==> src/rtl/snitch_pkg.sv <==
// Shared Snitch types used by the LSU reorder buffer: memory request/response
// structs and the meta-id that tags each in-flight transaction.
package snitch_pkg;

  localparam int unsigned NumIntOutstandingLoads = 8;
  localparam int unsigned MetaIdWidth = 3;

  typedef logic [MetaIdWidth-1:0] meta_id_t;

  typedef struct packed {
    logic [31:0] addr;
    logic        write;
    logic [3:0]  amo;
    logic [31:0] data;
    logic [3:0]  strb;
    meta_id_t    id;
  } dreq_t;

  typedef struct packed {
    logic [31:0] data;
    logic        error;
    meta_id_t    id;
  } dresp_t;

endpackage

==> src/rtl/snitch_lsu_rob.sv <==
// Reorder buffer between the Snitch LSU and the data port: tags requests with
// a slot id, absorbs out-of-order responses and retires them in issue order.
module snitch_lsu_rob
  import snitch_pkg::*;
#(
  parameter int unsigned NumOutstanding = NumIntOutstandingLoads,
  parameter int unsigned TagWidth       = 5
) (
  input  logic                clk_i,
  input  logic                rst_ni,
  input  logic                core_qvalid_i,
  output logic                core_qready_o,
  input  logic [31:0]         core_qaddr_i,
  input  logic                core_qwrite_i,
  input  logic [3:0]          core_qamo_i,
  input  logic [31:0]         core_qdata_i,
  input  logic [3:0]          core_qstrb_i,
  input  logic [TagWidth-1:0] core_qtag_i,
  output logic                core_pvalid_o,
  input  logic                core_pready_i,
  output logic [31:0]         core_pdata_o,
  output logic                core_perror_o,
  output logic [TagWidth-1:0] core_ptag_o,
  output logic                data_qvalid_o,
  input  logic                data_qready_i,
  output dreq_t               data_q_o,
  input  logic                data_pvalid_i,
  output logic                data_pready_o,
  input  dresp_t              data_p_i
);

  localparam int unsigned CntWidth = $clog2(NumOutstanding + 1);

  typedef struct packed {
    logic                write;
    logic                error;
    logic [TagWidth-1:0] tag;
    logic [31:0]         data;
  } rob_slot_t;

  logic [NumOutstanding-1:0]     busy_q, busy_d, done_q, done_d;
  rob_slot_t [NumOutstanding-1:0] slot_q, slot_d;
  meta_id_t                      head_q, head_d, tail_q, tail_d;
  logic [CntWidth-1:0]           count_q, count_d;
  logic                          full, alloc, head_ready, retire;
  rob_slot_t                     head_slot;

  assign full          = (count_q == CntWidth'(NumOutstanding));
  assign data_qvalid_o = core_qvalid_i & ~full;
  assign core_qready_o = data_qready_i & ~full;
  assign alloc         = core_qvalid_i & data_qready_i & ~full;
  assign data_pready_o = 1'b1;

  always_comb begin
    data_q_o       = '0;
    data_q_o.addr  = core_qaddr_i;
    data_q_o.write = core_qwrite_i;
    data_q_o.amo   = core_qamo_i;
    data_q_o.data  = core_qdata_i;
    data_q_o.strb  = core_qstrb_i;
    data_q_o.id    = tail_q;
  end

  // Stores retire without a core response; loads/AMOs wait for core_pready_i.
  assign head_slot     = slot_q[head_q];
  assign head_ready    = busy_q[head_q] & done_q[head_q];
  assign core_pvalid_o = head_ready & ~head_slot.write;
  assign retire        = head_ready & (head_slot.write | core_pready_i);
  assign core_pdata_o  = core_pvalid_o ? head_slot.data : '0;
  assign core_perror_o = core_pvalid_o & head_slot.error;
  assign core_ptag_o   = core_pvalid_o ? head_slot.tag : '0;

  always_comb begin
    busy_d  = busy_q;
    done_d  = done_q;
    slot_d  = slot_q;
    head_d  = head_q;
    tail_d  = tail_q;
    count_d = count_q + CntWidth'(alloc) - CntWidth'(retire);
    if (retire) begin
      busy_d[head_q] = 1'b0;
      done_d[head_q] = 1'b0;
      head_d = (head_q == meta_id_t'(NumOutstanding - 1)) ? '0 : head_q + meta_id_t'(1);
    end
    if (alloc) begin
      busy_d[tail_q]       = 1'b1;
      done_d[tail_q]       = 1'b0;
      slot_d[tail_q].write = core_qwrite_i;
      slot_d[tail_q].tag   = core_qtag_i;
      tail_d = (tail_q == meta_id_t'(NumOutstanding - 1)) ? '0 : tail_q + meta_id_t'(1);
    end
    if (data_pvalid_i) begin
      slot_d[data_p_i.id].data  = data_p_i.data;
      slot_d[data_p_i.id].error = data_p_i.error;
      done_d[data_p_i.id]       = 1'b1;
    end
  end

  always_ff @(posedge clk_i or negedge rst_ni) begin
    if (!rst_ni) begin
      busy_q  <= '0;
      done_q  <= '0;
      slot_q  <= '0;
      head_q  <= '0;
      tail_q  <= '0;
      count_q <= '0;
    end else begin
      busy_q  <= busy_d;
      done_q  <= done_d;
      slot_q  <= slot_d;
      head_q  <= head_d;
      tail_q  <= tail_d;
      count_q <= count_d;
    end
  end

  // Responses must target an allocated slot that has not yet been answered;
  // this also catches stale ids from before a reset.
  a_resp_legal : assert property (@(posedge clk_i) disable iff (!rst_ni)
    data_pvalid_i |-> (32'(data_p_i.id) < NumOutstanding) &&
                      busy_q[data_p_i.id] && !done_q[data_p_i.id]);

endmodule

==> config.mk <==
export PLATFORM = sky130hd
export DESIGN_NAME = snitch_lsu_rob
export DESIGN_NICKNAME = d
export VERILOG_FILES = /design/src/rtl/snitch_pkg.sv /design/src/rtl/snitch_lsu_rob.sv
export SDC_FILE = /design/constraint.sdc
export NUM_CORES = 1
export LEC_CHECK = 0
export CAP_MARGIN = 10
export CORE_MARGIN = 2
export CORE_UTILIZATION = 38
export CTS_CLUSTER_DIAMETER = 200
export DETAILED_ROUTE_END_ITERATION = 16
export PLACE_DENSITY = 0.67
export SLEW_MARGIN = 20
export SYNTH_ARGS = -nofsm -noshare
export SYNTH_HDL_FRONTEND = slang
export SYNTH_SLANG_ARGS = --single-unit
==> constraint.sdc <==
create_clock -name clk_i -period 5.88 [get_ports clk_i]
set_input_delay 1.47 -clock clk_i [delete_from_list [all_inputs] [get_ports clk_i]]
set_output_delay 1.47 -clock clk_i [all_outputs]
set_load 0.1 [all_outputs]
==> results.json <==
{
  "status": "finished clean",
  "fin_nets": 1374,
  "critical_path_start": "head_q[2]",
  "grt_max_degree": 122,
  "clock_tree.htree_level_count": 2,
  "post_cts_resized": 0,
  "power-per-cell-area_nw_per_um2": 598,
  "fin_crit_sh": 0.907,
  "synth-warning-count": 0,
  "cap_viol_max_count": 0,
  "tritoncts.num_buffers": 37,
  "cp_launch_type": "register",
  "tightestPinTransition_ns": 1.11,
  "clock-root-buffer": "clkbuf_16",
  "post_synth_num_cell_types": 55,
  "netSwitchingPower_mw": 4.71,
  "initial_core_util": 0.385,
  "synthToLayoutAreaGrowth_pct": 12.8,
  "antenna_found_initial": 1,
  "netlist.area_leader.share": 0.524,
  "avgViaCountPerCell": 5.63,
  "post_dp_cell_area_um2": 16900,
  "ir_drop_v": 0.000487,
  "core-area_um2": 41900,
  "tns_ns": 0,
  "finalInstanceArea_um2": 18200,
  "diodes": 0,
  "p_sw_frac": 0.432,
  "post_cts.repair.setup_buffers": 0,
  "power.static_leakage_nw": 7.71,
  "critical_path.cell_chain": "nand2b_1 -> a211o_1 -> a31o_2 -> buf_4 -> a211oi_1 -> buf_4",
  "sequential_cell_area_fraction_in_the_yosys_report": 0.524,
  "seqPwrFrac": 0.316,
  "globalplace.congestion": 0.751,
  "timing.hold.worst.class": "register to register",
  "grt_overflow_total": 0,
  "clk_pin_slew_worst_paths_ns": 0.06,
  "clockPowerShare": 0.219,
  "die_h_um": 210,
  "final_common_cell": "mux2_2",
  "insertion_delay_ns": 0.50,
  "design.portCount": 238,
  "finalHoldViolCount": 0,
  "internal-power_mw": 6.18,
  "firstDrtPassIters": 7,
  "timing.clock.skew_ns": 0.00580,
  "hold_buffers": 0,
  "first_global_vias": 10700,
  "timing.critical_path.slowest_cell_delay_ns": 0.85,
  "critPathCaptureType": "primary output",
  "die_width_um": 210,
  "route.detailed.drc": 0,
  "critPathBufInv": 2,
  "maximum_fanout_encountered_on_the_critical_timing_path": 52,
  "worst_hold_startpoint": "slot_q[288]",
  "overall_power_consumption_mw": 10.9,
  "post_route_worst_setup_slack_ns": 0.547,
  "crit_slowest_cell": "dfrtp_4",
  "most_frequent_cells_in_the_layout": "mux2_2 (347), dfrtp_1 (335), buf_4 (68), clkdlybuf4s50_1 (49), o22ai_1 (46)",
  "wirelength_mm": 41.3,
  "synth_top_area_cell": "dfrtp_1",
  "post_syn_nets": 1373,
  "timing.critical_path.arrival_ns": 3.86,
  "drt-wirelength-per-cell_um": 22.9,
  "synth_area_um2": 16100,
  "fillers": 3773,
  "crit_type": "register to primary output",
  "relSlewSlack": 0.259,
  "ys_ff_latch": 338,
  "combinationalPowerShare": 0.465,
  "worst_path_most_repeated_cell": "buf_4",
  "timing.fmax_mhz": 188,
  "synth.top_cells.by_area": "dfrtp_1 (52%), mux2_2 (24%), buf_4 (3.5%)",
  "pre_cts_slack_ns": 1.03,
  "first_pass_grt_wire_length_mm": 64.2,
  "synthesis.instances": 1243,
  "dieArea_um2": 44100,
  "timing.hold.ws_ns": 0.501,
  "synth-edff-count": 0,
  "gr-usage-all-layers": 0.187,
  "rows": 75,
  "detailedPlacementHpwl_mm": 25.2,
  "synth_ff_type": "dfrtp_1",
  "finalCriticalPeriod_ns": 5.33,
  "antenna_left": 0,
  "final-setup-viol-count": 0,
  "synth_area_per_cell_um2": 13.0,
  "routed_via_count": 10200,
  "buffer_ports.inserted": 92,
  "drv_slew": 0,
  "cts_num_sinks": 338,
  "grt_setup_unrepaired": "false",
  "reg2reg_from": "head_q[2]",
  "worst-endpoint-required_ns": 4.41,
  "drt_iter0_drc": 546,
  "post_route_cells_drive_above_1_share": 0.409,
  "synth_async_sr_flop_share": 1.00,
  "tritoncts": "yes",
  "clk_path_buf_depth": 3,
  "path_delay_family": "compound AO/OA/AOI/OAI gates"
}
[synth_stat cells, types with 2 or more instances]
cell type,count
a211o_1,3
a211oi_1,10
a21boi_0,4
a21oi_1,31
a221o_1,2
a2bb2oi_1,2
a31oi_1,2
a41oi_1,2
buf_1,5
buf_2,25
buf_4,76
buf_6,5
clkbuf_1,47
dfrtp_1,338
ha_1,9
inv_1,9
mux2_2,347
mux2i_1,30
mux4_2,16
nand2_1,45
nand2b_1,8
nand3_1,9
nand3b_1,2
nand4_1,2
nand4b_1,4
nor2_1,38
nor2_2,10
nor2b_1,6
nor3_1,18
nor3_2,2
o21a_1,5
o21ai_0,25
o221ai_1,22
o22a_1,12
o22ai_1,46
o41ai_1,3
or2_2,4
xnor2_1,2
[power groups by stage]
stage	logic, mW	registers [mW]	clock network, mW
floorplan	4.16	3.32	0
global placement	5.02	3.43	0
detailed placement	5.09	3.47	0
CTS	5.10	3.43	2.44
global route	5.38	3.52	2.52
finish	5.07	3.44	2.38
[worst register-to-register path, delay by kind of cell, from the launching register on]
kind	cells	cell delay [ns]
XOR/XNOR	1	0.14
AND/OR/NAND/NOR	2	1.25
AO/OA/AOI/OAI	2	0.45
flip-flops	1	0.85
adder cells (fa/ha/maj)	3	0.93
buffers and inverters	2	0.12
[cell type report]
class	count	area (um2)	share of cell area
multi-input combinational	737	6720	0.369
inverter	10	37.5	0.00206
sequential	338	8470	0.465
tap	539	674	0.0370
clock buffer	55	1100	0.0606
clock inverter	10	156	0.00859
timing repair buffer	120	1050	0.0575
[cells by family (layout without fill, tap and decap cells)]
family                   after synthesis  count (layout)  synth area share
buffers and inverters                168             195            0.0610
AO/OA/AOI/OAI                        176             176            0.0748
XOR/XNOR                               2               2           0.00109
AND/OR/NAND/NOR                      154             154            0.0466
other                                  1               1          0.000232
flip-flops                           338             338             0.524
multiplexers                         394             394             0.284
adder cells (fa/ha/maj)               10              10           0.00822
[through the flow]
stage / util / std cells
finish: 0.434 / 1809
global route: 0.434 / 1809
CTS: 0.434 / 1809
detailed placement: 0.404 / 1744
global placement: 0.404 / 1743
floorplan: - / 1243
[metal layers]
layer / part of all wire / track usage
met1: 0.45 / 0.257
met2: 0.48 / 0.309
met3: 0.052 / 0.0313
met4: 0.022 / 0.0499
met5: 0.00031 / 0
[final timing paths]
kind / cells after the start / slack [ns] / endpoint
min: 1 / 0.50 / slot_q[288]
min reg2reg: 1 / 0.50 / slot_q[288]
max: 6 / 0.55 / core_pdata_o[13]
min in group asynchronous: 1 / 0.99 / slot_q[163]
max in group asynchronous: 2 / 3.63 / slot_q[89]
max reg2reg: 10 / 2.03 / count_q[2]
[sequential cells by signal (all words and copies together), names as in the netlist]
| name | cells |
|---|---|
| slot_q | 312 |
| busy_q | 8 |
| done_q | 8 |
| count_q | 4 |
| head_q | 3 |
| tail_q | 3 |
No activity file was read; power rests on OpenSTA's default activity.
